[config.mk]
export PLATFORM = sky130hd
export DESIGN_NAME = pong_game_ctrl
export DESIGN_NICKNAME = d
export VERILOG_FILES = /design/src/rtl/pong_pkg.sv /design/src/rtl/pong_score_cnt.sv /design/src/rtl/pong_game_ctrl.sv
export SDC_FILE = /design/constraint.sdc
export NUM_CORES = 1
export LEC_CHECK = 0
export ABC_AREA = 1
export BUFFER_PORTS_ARGS = -buffer_cell sky130_fd_sc_hd__buf_2
export CAP_MARGIN = 20
export CORE_MARGIN = 4
export CORE_UTILIZATION = 50
export CTS_CLUSTER_DIAMETER = 60
export DETAILED_ROUTE_END_ITERATION = 8
export GPL_TIMING_DRIVEN = 0
export PLACE_DENSITY_LB_ADDON = 0.3
export SYNTH_ARGS = -nofsm -noshare
export SYNTH_HDL_FRONTEND = slang
export SYNTH_SLANG_ARGS = --single-unit
[constraint.sdc]
create_clock -name clk -period 1.4 [get_ports clk]
set_input_delay 0.07 -clock clk [delete_from_list [all_inputs] [get_ports clk]]
set_output_delay 0.07 -clock clk [all_outputs]
set_load 0.01 [all_outputs]
[src/rtl/pong_pkg.sv]
// Shared types and field constants for the Pong game controller slice.
package pong_pkg;

  typedef enum logic [2:0] {
    S_IDLE,
    S_SERVE,
    S_PLAY,
    S_POINT,
    S_OVER
  } state_e;

  localparam int FIELD_W    = 64;
  localparam int CENTRE     = 32;
  localparam int PADDLE_L_X = 2;
  localparam int PADDLE_R_X = 61;
  localparam int PADDLE_H   = 6;

  // serve_dir encodings: P1 sits on the -x side, P2 on the +x side
  localparam logic SERVE_P1 = 1'b0;
  localparam logic SERVE_P2 = 1'b1;

  localparam logic PLAYER1 = 1'b0;
  localparam logic PLAYER2 = 1'b1;

endpackage

[src/rtl/pong_score_cnt.sv]
// Saturating score register with synchronous clear; one instance per player.
module pong_score_cnt #(
  parameter int SCORE_W = 4,
  parameter int SAT     = 7
) (
  input  logic               clk,
  input  logic               rst_n,
  input  logic               clr_i,
  input  logic               inc_i,
  output logic [SCORE_W-1:0] score_o
);

  localparam logic [SCORE_W-1:0] SatVal = SCORE_W'(SAT);

  logic [SCORE_W-1:0] score_q;
  logic [SCORE_W-1:0] score_d;

  always_comb begin
    score_d = score_q;
    if (clr_i) begin
      score_d = '0;
    end else if (inc_i && (score_q != SatVal)) begin
      score_d = score_q + 1'b1;
    end
  end

  always_ff @(posedge clk or negedge rst_n) begin
    if (!rst_n) begin
      score_q <= '0;
    end else begin
      score_q <= score_d;
    end
  end

  assign score_o = score_q;

endmodule

[src/rtl/pong_game_ctrl.sv]
// Pong game sequencer: serve/play/point/over flow, ball strobes and both scores.
module pong_game_ctrl
  import pong_pkg::*;
#(
  parameter int WIN_SCORE   = 7,
  parameter int SERVE_TICKS = 60,
  parameter int SCORE_W     = 4
) (
  input  logic               clk,
  input  logic               rst_n,
  input  logic               tick_i,
  input  logic               start_i,
  input  logic               pause_i,
  input  logic               paddle_hit_i,
  input  logic               wall_hit_i,
  input  logic               miss_l_i,
  input  logic               miss_r_i,
  output logic               ball_rst_o,
  output logic               ball_step_o,
  output logic               flip_x_o,
  output logic               flip_y_o,
  output logic               serve_dir_o,
  output logic [SCORE_W-1:0] score1_o,
  output logic [SCORE_W-1:0] score2_o,
  output logic               game_over_o,
  output logic               winner_o
);

  localparam logic [7:0]         CntLast   = 8'(SERVE_TICKS - 1);
  localparam logic [SCORE_W-1:0] ScoreLast = SCORE_W'(WIN_SCORE - 1);

  state_e     state_q;
  logic [7:0] cnt_q;
  logic       scorer_q;
  logic       ball_rst_q;
  logic       step_q;
  logic       flip_x_q;
  logic       flip_y_q;
  logic       serve_dir_q;
  logic       game_over_q;
  logic       winner_q;

  logic clr_scores;
  logic inc1;
  logic inc2;
  logic win_point;

  assign clr_scores = start_i && ((state_q == S_IDLE) || (state_q == S_OVER));
  assign inc1       = (state_q == S_POINT) && (scorer_q == PLAYER1);
  assign inc2       = (state_q == S_POINT) && (scorer_q == PLAYER2);
  // The increment lands on the same edge that leaves POINT, so test the pre-increment value
  assign win_point  = (scorer_q == PLAYER1) ? (score1_o == ScoreLast)
                                            : (score2_o == ScoreLast);

  pong_score_cnt #(.SCORE_W(SCORE_W), .SAT(WIN_SCORE)) u_score1 (
    .clk     (clk),
    .rst_n   (rst_n),
    .clr_i   (clr_scores),
    .inc_i   (inc1),
    .score_o (score1_o)
  );

  pong_score_cnt #(.SCORE_W(SCORE_W), .SAT(WIN_SCORE)) u_score2 (
    .clk     (clk),
    .rst_n   (rst_n),
    .clr_i   (clr_scores),
    .inc_i   (inc2),
    .score_o (score2_o)
  );

  always_ff @(posedge clk or negedge rst_n) begin
    if (!rst_n) begin
      state_q     <= S_IDLE;
      cnt_q       <= '0;
      scorer_q    <= PLAYER1;
      ball_rst_q  <= 1'b1;
      step_q      <= 1'b0;
      flip_x_q    <= 1'b0;
      flip_y_q    <= 1'b0;
      serve_dir_q <= SERVE_P2;
      game_over_q <= 1'b0;
      winner_q    <= PLAYER1;
    end else begin
      step_q   <= 1'b0;
      flip_x_q <= 1'b0;
      flip_y_q <= 1'b0;
      case (state_q)
        S_IDLE: begin
          if (start_i) begin
            serve_dir_q <= SERVE_P2;
            cnt_q       <= '0;
            state_q     <= S_SERVE;
          end
        end
        S_SERVE: begin
          if (tick_i) begin
            if (cnt_q == CntLast) begin
              cnt_q      <= '0;
              ball_rst_q <= 1'b0;
              state_q    <= S_PLAY;
            end else begin
              cnt_q <= cnt_q + 8'd1;
            end
          end
        end
        S_PLAY: begin
          if (tick_i && !pause_i) begin
            if (miss_l_i) begin
              scorer_q   <= PLAYER2;
              ball_rst_q <= 1'b1;
              state_q    <= S_POINT;
            end else if (miss_r_i) begin
              scorer_q   <= PLAYER1;
              ball_rst_q <= 1'b1;
              state_q    <= S_POINT;
            end else begin
              step_q   <= 1'b1;
              flip_x_q <= paddle_hit_i;
              flip_y_q <= wall_hit_i;
            end
          end
        end
        S_POINT: begin
          serve_dir_q <= (scorer_q == PLAYER2) ? SERVE_P1 : SERVE_P2;
          if (win_point) begin
            winner_q    <= scorer_q;
            game_over_q <= 1'b1;
            state_q     <= S_OVER;
          end else begin
            cnt_q   <= '0;
            state_q <= S_SERVE;
          end
        end
        S_OVER: begin
          if (start_i) begin
            game_over_q <= 1'b0;
            serve_dir_q <= SERVE_P2;
            cnt_q       <= '0;
            state_q     <= S_SERVE;
          end
        end
        default: begin
          ball_rst_q <= 1'b1;
          state_q    <= S_IDLE;
        end
      endcase
    end
  end

  assign ball_rst_o  = ball_rst_q;
  assign ball_step_o = step_q;
  assign flip_x_o    = flip_x_q;
  assign flip_y_o    = flip_y_q;
  assign serve_dir_o = serve_dir_q;
  assign game_over_o = game_over_q;
  assign winner_o    = winner_q;

endmodule

==> impl_metrics.json <==
{
  "r2r-start": "cnt_q[1]",
  "core_area_um2": 2830,
  "htreeDepth": 1,
  "ys_ff_latch": 27,
  "worst_pin_slew_ns": 0.592,
  "clk_path_buf_depth": 2,
  "dr.pass1.iters": 5,
  "netlist.area_leader.share_pct": 40.9,
  "synth-seq-area-share_pct": 44.3,
  "whs_ns": 0.0755,
  "core.rowCount": 19,
  "worstSetupPathType": "reg2reg",
  "antennaDiodeCount": 0,
  "dpl-instance-area_um2": 1680,
  "synth_fa_ha_area_share_pct": 2.45,
  "netlist_instances": 213,
  "critPathMostFrequentCell": "nand2_2",
  "status": "complete, no violations",
  "routed_wl_um": 3420,
  "portBuffers": 23,
  "gp_congestion": 0.919,
  "viasPerCell": 5.16,
  "synthTopCellsByArea": "dfrtp_1, nand2_1, nand3_1, inv_1, nor2_1",
  "final_common_cell": "nand2_1",
  "area_growth_pct": 24.5,
  "top_level_ports": 24,
  "synth_fp_nets": 225,
  "drtAntennaViolNets": 0,
  "fin_ws_ns": 0.0580,
  "yosysWarnings": 0,
  "nFillCells": 260,
  "yosys.area.top_type": "dfrtp_1",
  "post-route-min-period_ns": 1.34,
  "peakVddDrop_mv": 1.05,
  "use_met1_pct": 22.5,
  "path_delay_family": "simple AND/OR/NAND/NOR gates",
  "path_max_fanout": 5,
  "grt_max_degree": 28,
  "cts_tree": "built",
  "clkLatencyLatePin_ns": 0.33,
  "layout_common_cells": "nand2_1, inv_1, nand3_1",
  "hold_path_class": "in2reg",
  "crit_buf_inv": 0,
  "rsz0062_at_grt": "true",
  "avgSynthCellArea_um2": 7.18,
  "design_area_um2": 1910,
  "drt_iter0_drc": 104,
  "cts_buffers": 3,
  "reg2reg_slack_ns": 0.06,
  "die_y_um": 63.3,
  "slew_headroom_pct": 60.5,
  "maxCapViolations": 0,
  "p_leak_uw": 0.00100,
  "wl_per_cell_um": 12.0,
  "die_w_um": 63.3,
  "die_area_um2": 4010,
  "setup_viol": 0,
  "nNetsFinal": 266,
  "maxClockFrequency_mhz": 745,
  "cpPeakStageDelay_ns": 0.40,
  "num_vias": 1465,
  "grt-busiest-layer": "met2",
  "first_global_vias": 1331,
  "end_kind": "flop",
  "fin_setup_tns_ns": 0,
  "clk_pin_slew_worst_paths_ns": 0.14,
  "synth-xor-area-share_pct": 1.14,
  "startpoint": "cnt_q[1]",
  "syn_area_um2": 1530,
  "slew_viol_final": 0,
  "hold_start": "pause_i",
  "cp.required_ns": 1.64,
  "grt.total_usage_pct": 17.3,
  "finalClockSkew_ns": 0.00257,
  "drive_above_1_share_pct": 25.3,
  "grt-ovfl-total": 0,
  "crit_slowest_cell": "dfrtp_1",
  "clock_sinks": 27,
  "hpwl_um": 2290,
  "grt.met2_usage_pct": 29.1,
  "path_cells": "ha_2 > nand2_2 > nor2_2 > nand2_2 > nand2_2 > nand2_4 > o21bai_1 > nand2_1",
  "fin_crit_sh_pct": 95.9,
  "drcViolationCount": 0,
  "yosysUniqueCellTypes": 23,
  "grt_pass1_wl_um": 5720,
  "synth_top_family_by_area": "simple AND/OR/NAND/NOR gates",
  "p_total_uw": 3130,
  "synth_compound_area_share_pct": 8.42,
  "hold_viol": 0,
  "root_buffer": "clkbuf_4",
  "pre_cts_slack_ns": -0.0720,
  "start_util_pct": 54.1,
  "grt_antenna_before_repair": 0,
  "met3_usage_pct": 2.31,
  "power_density_nw_per_um2": 1650,
  "synthSimpleGateAreaFrac_pct": 36.3,
  "startpoint_type": "flop",
  "arrival_ns": 1.58,
  "muxShareOfSynthArea_pct": 0
}
## path summary, 6_finish.rpt
| check | to | depth (start not counted) |
|---|---|---|
| worst max-delay path | state_q[0] | 8 |
| worst min-delay path | ball_step_o | 4 |
| worst max register to register | state_q[0] | 8 |
| worst min register to register | serve_dir_o | 1 |
| max in group asynchronous | state_q[2] | 2 |
| min in group asynchronous | u_score2.score_o[3] | 2 |
## area by class of cell
cell class	count	area, um^2	area share, %
timing repair buffer	36	225	11.8
multi-input combinational	156	820	43.0
clock buffer	4	26.3	1.38
tap	31	38.8	2.04
sequential	27	683	35.9
inverter	30	113	5.91
## synthesized netlist by cell type
| library cell | instances |
|---|---|
| a21oi_1 | 5 |
| a21oi_2 | 1 |
| dfrtp_1 | 25 |
| dfstp_2 | 2 |
| ha_1 | 3 |
| inv_1 | 29 |
| inv_2 | 1 |
| nand2_1 | 68 |
| nand3_1 | 25 |
| nand3_2 | 2 |
| nand3b_1 | 1 |
| nor2_1 | 25 |
| nor2_2 | 1 |
| nor2_4 | 1 |
| nor3_1 | 3 |
| nor3b_1 | 2 |
| o21ai_0 | 8 |
| o21ai_1 | 2 |
| o21bai_1 | 5 |
| o31ai_1 | 1 |
| or2_2 | 1 |
| xnor2_1 | 1 |
| xor2_1 | 1 |
## metrics by stage
stage / utilization (%) / std cells
2_1_floorplan: - / 213
3_3_place_gp: 59.5 / 267
3_5_place_dp: 59.5 / 267
4_1_cts: 63.6 / 278
5_1_grt: 67.4 / 284
6_report: 67.4 / 284
## registers in the layout (all words and copies together) (netlist names)
name and count:
cnt_q 8, u_score1.score_o 4, u_score2.score_o 4, state_q 3
ball_rst_o 1, ball_step_o 1, flip_x_o 1, flip_y_o 1
game_over_o 1, scorer_q 1, serve_dir_o 1, winner_o 1
## layer usage
metal  up-vias  share of wire [%]
li1        760                  -
met5         -                  0
met3         7                4.2
met1       661                 46
met2        37                 48
met4         0                1.8
## report_power, final
group / internal (uW) / switching, uW
Combinational: 593 / 1000
Sequential: 987 / 207
Clock: 112 / 234
## cell families (layout without fill, tap and decap cells)
family                     count (synthesis)  in the layout
AOI/OAI and AO/OA                         22             22
xor gates and xnor gates                   2              2
adders and majority gates                  3              3
buffers and inverters                     30             70
DFF                                       27             27
and+or+nand+nor                          129            129
## tightest hold or removal path: stages
cell,delay [ns]
buf_2,0.07
inv_1,0.03
nand2_1,0.14
nor2_1,0.07
## what timing repair did
item	4_1_cts	5_1_grt
buffers inserted	2	6
gates resized for setup	6	22
pin swaps	0	11
hold buffers	5	0
endpoints found under the setup margin	11	23
endpoints found under the hold margin	29	0
Note: power is estimated with default switching activity, not from simulation.
